[config.mk]
export PLATFORM = sky130hd
export DESIGN_NAME = multi_select_counter
export DESIGN_NICKNAME = d
export VERILOG_FILES = /design/src/rtl/msc_pkg.sv /design/src/rtl/msc_channel.sv /design/src/rtl/multi_select_counter.sv
export SDC_FILE = /design/constraint.sdc
export NUM_CORES = 1
export LEC_CHECK = 0
export ABC_AREA = 0
export CAP_MARGIN = 40
export CORE_MARGIN = 8
export CORE_UTILIZATION = 33
export CTS_CLUSTER_DIAMETER = 60
export CTS_CLUSTER_SIZE = 10
export DETAILED_ROUTE_END_ITERATION = 6
export PLACE_DENSITY = 0.54
export RECOVER_POWER = 50
export SKIP_LAST_GASP = 1
export SLEW_MARGIN = 40
export SYNTH_ARGS = -nofsm -noshare
export SYNTH_HDL_FRONTEND = slang
export SYNTH_SLANG_ARGS = --single-unit
[constraint.sdc]
create_clock -name Clk -period 7.1 [get_ports Clk]
set_input_delay 1.065 -clock Clk [delete_from_list [all_inputs] [get_ports Clk]]
set_output_delay 1.065 -clock Clk [all_outputs]
set_load 0.02 [all_outputs]
[src/rtl/msc_pkg.sv]
// Shared types for the multi-channel select counter bank.
package msc_pkg;

  // Per-cycle command, decoded once at the top and broadcast to every channel.
  typedef enum logic [1:0] {
    CMD_NONE = 2'd0,
    CMD_CLR  = 2'd1,
    CMD_LOAD = 2'd2,
    CMD_STEP = 2'd3
  } msc_cmd_e;

  // Clear beats load, and load beats step.
  function automatic msc_cmd_e msc_decode(input logic clr, input logic load, input logic en);
    if (clr)       return CMD_CLR;
    else if (load) return CMD_LOAD;
    else if (en)   return CMD_STEP;
    else           return CMD_NONE;
  endfunction

endpackage

[src/rtl/msc_channel.sv]
// One counter channel: load / +-1 step with wrap or saturate, registered overflow pulse.
module msc_channel
  import msc_pkg::*;
#(
  parameter int WIDTH = 64
) (
  input  logic             Clk,
  input  logic             Reset,
  input  logic             Sel,
  input  msc_cmd_e         Cmd,
  input  logic             Dir,
  input  logic             Sat,
  input  logic [WIDTH-1:0] LoadVal,
  output logic [WIDTH-1:0] Count,
  output logic             Ovf
);

  logic [WIDTH-1:0] cnt_q, cnt_d;
  logic             ovf_q, ovf_d;
  logic [WIDTH:0]   nxt;

  // Next state: the extra top bit of nxt is the carry (up) or borrow (down).
  always_comb begin
    nxt   = Dir ? ({1'b0, cnt_q} - {{WIDTH{1'b0}}, 1'b1})
                : ({1'b0, cnt_q} + {{WIDTH{1'b0}}, 1'b1});
    cnt_d = cnt_q;
    ovf_d = 1'b0;
    unique case (Cmd)
      CMD_CLR:  cnt_d = '0;
      CMD_LOAD: if (Sel) cnt_d = LoadVal;
      CMD_STEP: if (Sel) begin
        ovf_d = nxt[WIDTH];
        // Saturation simply refuses the wrapping step; the pulse still fires.
        cnt_d = (nxt[WIDTH] && Sat) ? cnt_q : nxt[WIDTH-1:0];
      end
      default: ;
    endcase
  end

  // Counter and overflow-pulse registers.
  always_ff @(posedge Clk or negedge Reset) begin
    if (!Reset) begin
      cnt_q <= '0;
      ovf_q <= 1'b0;
    end else begin
      cnt_q <= cnt_d;
      ovf_q <= ovf_d;
    end
  end

  assign Count = cnt_q;
  assign Ovf   = ovf_q;

endmodule

[src/rtl/multi_select_counter.sv]
// N-channel select counter bank: one command port steered to a channel by Slt.
module multi_select_counter
  import msc_pkg::*;
#(
  parameter int WIDTH    = 64,
  parameter int CHANNELS = 4
) (
  input  logic                          Clk,
  input  logic                          Reset,
  input  logic                          Clr,
  input  logic                          En,
  input  logic                          Dir,
  input  logic                          Sat,
  input  logic                          Load,
  input  logic [WIDTH-1:0]              LoadVal,
  input  logic [$clog2(CHANNELS)-1:0]   Slt,
  output logic [CHANNELS*WIDTH-1:0]     Count,
  output logic [CHANNELS-1:0]           Ovf,
  output logic                          SelErr
);

  localparam int SEL_W = $clog2(CHANNELS);
  localparam int SEL_N = 2 ** SEL_W;

  msc_cmd_e         cmd;
  logic [SEL_N-1:0] sel_oh;
  logic             sel_ok;
  logic             selerr_q, selerr_d;

  // Command decode and one-hot select; codes past the last channel land in
  // the unused upper bits of sel_oh and so address nothing.
  always_comb begin
    cmd         = msc_decode(Clr, Load, En);
    sel_oh      = '0;
    sel_oh[Slt] = 1'b1;
    sel_ok      = |sel_oh[CHANNELS-1:0];
    selerr_d    = ((cmd == CMD_LOAD) || (cmd == CMD_STEP)) && !sel_ok;
  end

  // Select-error pulse register.
  always_ff @(posedge Clk or negedge Reset) begin
    if (!Reset) selerr_q <= 1'b0;
    else        selerr_q <= selerr_d;
  end

  assign SelErr = selerr_q;

  for (genvar i = 0; i < CHANNELS; i++) begin : g_ch
    msc_channel #(.WIDTH(WIDTH)) u_ch (
      .Clk     (Clk),
      .Reset   (Reset),
      .Sel     (sel_oh[i]),
      .Cmd     (cmd),
      .Dir     (Dir),
      .Sat     (Sat),
      .LoadVal (LoadVal),
      .Count   (Count[i*WIDTH +: WIDTH]),
      .Ovf     (Ovf[i])
    );
  end

endmodule

; Word level (Yosys, flattened, before mapping)
; Index checks and enable logic that the tools add are counted.
; W data, S select, Z words.
[word_totals]
register_bits = 261
latch_bits = 0
ram_bits = 0
romBits = 0
mem_count = 0
[classes]
n_addsub = 8
mul = 0
n_div = 0
n_lt_le_gt_ge = 2
n_eq_ne = 15
n_shift = 0
mux = 33
bitwise = 0
n_reduce_logical = 14
[ops]
columns = op, n
row1 = $mux W64, 12
row2 = $pmux W64 S3, 4
row3 = $add A64 B1 Y65 const B, 4
row4 = $mux W65, 4
row5 = $sub A64 B1 Y65 const B, 4
row6 = $ne A2 B2 Y1 const B, 12
row7 = $reduce_and A4 Y1, 4
row8 = $mux W1, 9
row9 = $logic_and A1 B1 Y1, 6
row10 = $mux W2, 3
row11 = $eq A2 B2 Y1 const B, 2
row12 = $reduce_or A4 Y1, 1
row13 = $lt A2 B3 Y1 const B, 1
row14 = $reduce_bool A3 Y1, 1
row15 = $demux W1 S2, 1
row16 = $eq A2 B1 Y1 const B, 1
row17 = $ge A2 B1 Y1 const B, 1
row18 = $logic_not A1 Y1, 1
row19 = $logic_or A1 B1 Y1, 1

; Depth between registers and ports, before layout
[logic_depth]
word_depth = 7
depth_mapped = 16
ltp_nobuf = 13

; By module
; A second synthesis with hierarchy kept.
[hier_totals]
cells_unflattened = 3386
hier_area_um2 = 27475.1
[modules_own_cells]
columns = mod, n_inst, cells_each, area_each_um2, seq_area_each_um2
row1 = msc_channel (g_ch[0].u_ch ...), 2, 829, 7016.7, 1626.6
row2 = msc_channel (g_ch[2].u_ch ...), 2, 859, 6683.9, 1626.6
row3 = multi_select_counter, 1, 10, 73.8, 25.0

; Least setup slack after synthesis
; No wires, ideal clock.
[synth_path]
path_type = in2reg
from = in Dir
to = reg g_ch[2].u_ch.cnt_q[52]
setup_time_ps = 142
arrival_time_ps = 4046
setup_slack_ps = 2912
path_stages = 15
path_buffers = 3
path_cell_list = clkbuf_1 -> clkinv_1 -> fa_1 -> nor2b_1 -> o211ai_1 -> a21oi_1 -> o21a_1 -> o21a_1 -> o2111ai_2 -> nand3_1 -> nor4bb_1 -> or2_1 -> buf_2 -> buf_2 -> o221ai_1
[synth_between]
elab_chain_cells = 4
elab_cells_between_ends = 7
cone_classes = eq/ne (1) / mux (4) / reduce/logical (2)
[synth_lines]
columns = item, line_no
row1 = "start, declared", multi_select_counter.sv:12  ; input logic Dir,
row2 = $mux W65 *, msc_channel.sv:24  ; nxt = Dir ? ({1'b0, cnt_q} - {{WIDTH{1'b0}}, 1'b1})
row3 = $mux W64 / $logic_and A1 B1 Y1 (equally long branches), msc_channel.sv:34  ; cnt_d = (nxt[WIDTH] && Sat) ? cnt_q : nxt[WIDTH-1:0];
row4 = $mux W64 / $ne A2 B2 Y1 (equally long branches), n/a
row5 = $pmux W64 S3 / $reduce_and A4 Y1 (equally long branches), n/a
row6 = "end signal, assigned", msc_channel.sv:46  ; cnt_q <= cnt_d;
row7 = "end, declared", msc_channel.sv:18  ; logic [WIDTH-1:0] cnt_q, cnt_d;
; Every way passes the cells marked *; elsewhere a longest branch is shown, timed or not. The select of a mux whose other input is x is not followed.
; A chain may end at the register's enable or synchronous reset.

==> results.tsv <==
stage	metric	value	unit
status	status	finished, violations left	
status	failing checks	capacitance limit, slew limit	
synth	Yosys warnings	0	
drt	DR iter-0 viols	2255	
floorplanning	die area	89600	um^2
grt	initial antenna violation count	3	
place	port bufs	333	
power	P_leak	14.2	nW
grt	grt met2 use	35.2	%
synth	FF+latch count, synth	261	
floorplanning	CORE AREA	80000	um^2
floorplanning	Die Width	299	um
clock_tree	setup bufs post-CTS	0	
finish	post-route cell area	32300	um^2
grt	met1 usage	30.8	%
synth	Cell Area, Synth	26500	um^2
synth	Synth Flop Type	dfrtp_1	
power	Worst VDD drop	0.000139	V
grt	GRT Resource Usage Total	22.3	%
power	Reg power frac	24.4	%
finish	Area Overhead vs Synth	22.0	%
synth	most common cell in the netlist	a21oi_1	
drt	Vias/cell	5.66	
sta	RSZ-0062 raised after global routing	false	
drt	antenna-violating nets left	0	
clock_tree	CTS Buf Count	46	
sta	Slew HR	-215	%
power	Pint	4.64	mW
drt	Avg WL per Cell	21.9	um
clock_tree	Resize count post-CTS	0	
flow_run	Max-Cap Viols	1	
synth	Unique masters post-synth	95	
synth	post-synth top area share	24.6	%
floorplanning	top-level port count	334	
synth	leading area contributor after synthesis	dfrtp_1	
floorplanning	# rows	104	
drt	Pre-Repair DR Iteration Count	6	
drt	routed wire length	105000	um
sta	measured slew at the worst slew-check pin	4720	ps
hold_path	Tightest Hold Check Type	flop to flop	
clock_tree	clock sink total	261	
grt	met3 Use GR	4.14	%
power	Logic pwr share	45.4	%
setup_path	crit path DAT	5780	ps
setup_path	worst path required time	7580	ps
grt	grt total ovfl	0	
grt	vias in the first global route	26500	
finish	share of layout cells above drive strength 1	4.30	%
synth	number of flops mapped to enable cells by yosys	0	
clock_tree	CTS root buffer	clkbuf_16	
synth	fraction of registers with async set/reset	100	%
finish	Final Net Count	4020	
clock_tree	Clock transition at path regs	50	ps
place	placer congestion estimate	0.917	
clock_tree	worst skew pair latency	590	ps
sta	final setup violation count	0	
floorplanning	Die H	299	um
grt	largest net degree at the start of global routing	129	
sta	Setup TNS Final	0	ps
synth	sequential fraction of the synthesis area	24.6	%
grt	Most Crowded Layer GR	met2	
place	Final HPWL DP	82100	um
sta	Final Hold Viols	0	
sta	f_max	188	MHz
synth	Cells after Synth	3473	
drt	Post-route DRC	0	
drt	via count	27100	
clock_tree	CTS tree	done	
grt	first-pass GRT wire length	159000	um
place	Placed Instance Area	30700	um^2
synth	Post-Syn Nets	3802	
sta	min Tclk post-route	5310	ps
clock_tree	# hold bufs at CTS	0	
floorplanning	Initial Utilization	33.1	%
clock_tree	CTS max path bufs	3	
setup_path	CP startpoint kind	input port	
power	net switching power	3.30	mW
power	switch share	41.5	%
setup_path	crit end category	asynchronous set/reset pin	
sta	Tcrit/Tclk final	74.8	%
synth	Commonest cells post-synth	a21oi_1, nand2_1, nor2_1, o21ai_0, dfrtp_1	
sta	clk_skew	27.4	ps
power	clock share of power	30.3	%
setup_path	CP Class	input port to asynchronous set/reset pin	
synth	Post-Syn Area per Cell	7.63	um^2
setup_path	Worst Path Max Fanout	84	
clock_tree	H-Tree Depth	2	
sta	Slew Limit Fails	79	
synth	largest cells by area after synthesis	dfrtp_1, ha_1, a21oi_1, nand2_1, o21ai_0	
power	PwrDens	246	nW/um^2
critical path, cell delays in order:
cell      delay (ps)
clkbuf_1        3220
buf_12           290
clkbuf_4        1010
per-stage QoR:
step | hold WS, ps | power [mW] | setup slack [ps] | instances | utilization, %
after floorplan | 594 | 4.32 | 2910 | 3473 | -
after global placement | 503 | 5.57 | 1100 | 4700 | 38.3
after detailed placement | 509 | 5.56 | 1330 | 4702 | 38.4
after CTS | 476 | 8.02 | 1940 | 4783 | 40.4
after global routing | 541 | 8.44 | 859 | 4785 | 40.4
final | 511 | 7.94 | 1790 | 4786 | 40.4
kinds of logic after synthesis:
group | synth area share, %
AOI/OAI and AO/OA | 32.1
muxes | 0.850
other | 0.0141
DFF | 24.6
buffers and inverters | 4.24
adders and majority gates | 12.2
and+or+nand+nor | 18.8
xor gates and xnor gates | 7.24
final timing paths:
path | from | end | slack (ps) | cells after the start
hold / removal | g_ch[2].u_ch.Count[30] | g_ch[2].u_ch.Count[30] | 510 | 2
setup reg to reg | g_ch[3].u_ch.Count[0] | g_ch[3].u_ch.Count[3] | 2470 | 13
max in group Clk | Dir | g_ch[1].u_ch.Count[16] | 1900 | 15
min in group asynchronous | Reset | g_ch[2].u_ch.Count[18] | 2150 | 1
setup / recovery | Reset | g_ch[1].u_ch.Count[52] | 1790 | 3
hold reg to reg | g_ch[2].u_ch.Count[30] | g_ch[2].u_ch.Count[30] | 510 | 2
power by group through the flow:
| stage | registers (mW) | clock network [mW] | logic, mW |
|---|---|---|---|
| global placement | 1.96 | 0 | 3.60 |
| global route | 1.96 | 2.52 | 3.96 |
| finish | 1.93 | 2.40 | 3.60 |
| detailed placement | 1.96 | 0 | 3.60 |
| floorplan | 2.09 | 0 | 2.24 |
| CTS | 1.94 | 2.46 | 3.62 |
layout by cell type (no fill, tap or decap), types with 130 or more instances in the layout:
master	n
a21oi_1	566
nor2_1	270
nand2_1	359
o21ai_0	266
xnor2_1	136
dfrtp_1	261
a21o_1	138
clkdlybuf4s50_1	201
dlygate4sd3_1	130
ha_1	252
cell type report:
cell class              count  area, um^2
fillers                  8291       47700
clock buffers              55        1260
multi-input cells        2947       18900
inverters                  68         255
well taps                1060        1330
flip-flops and latches    261        6530
repair buffers            367        3710
diodes                      2        5.00
clock inverters            26         355
routing by layer:
metal | vias up | share of wire, %
met5 | - | 0
met2 | 801 | 44
li1 | 13300 | -
met4 | 0 | 3.2
met3 | 161 | 6.5
met1 | 12800 | 46
sequential cells by signal (all words and copies together) (netlist names):
| name | cells |
|---|---|
| SelErr | 1 |
| g_ch.u_ch.Count | 256 |
| g_ch.u_ch.Ovf | 4 |
Note: power is estimated with default switching activity, not from simulation.
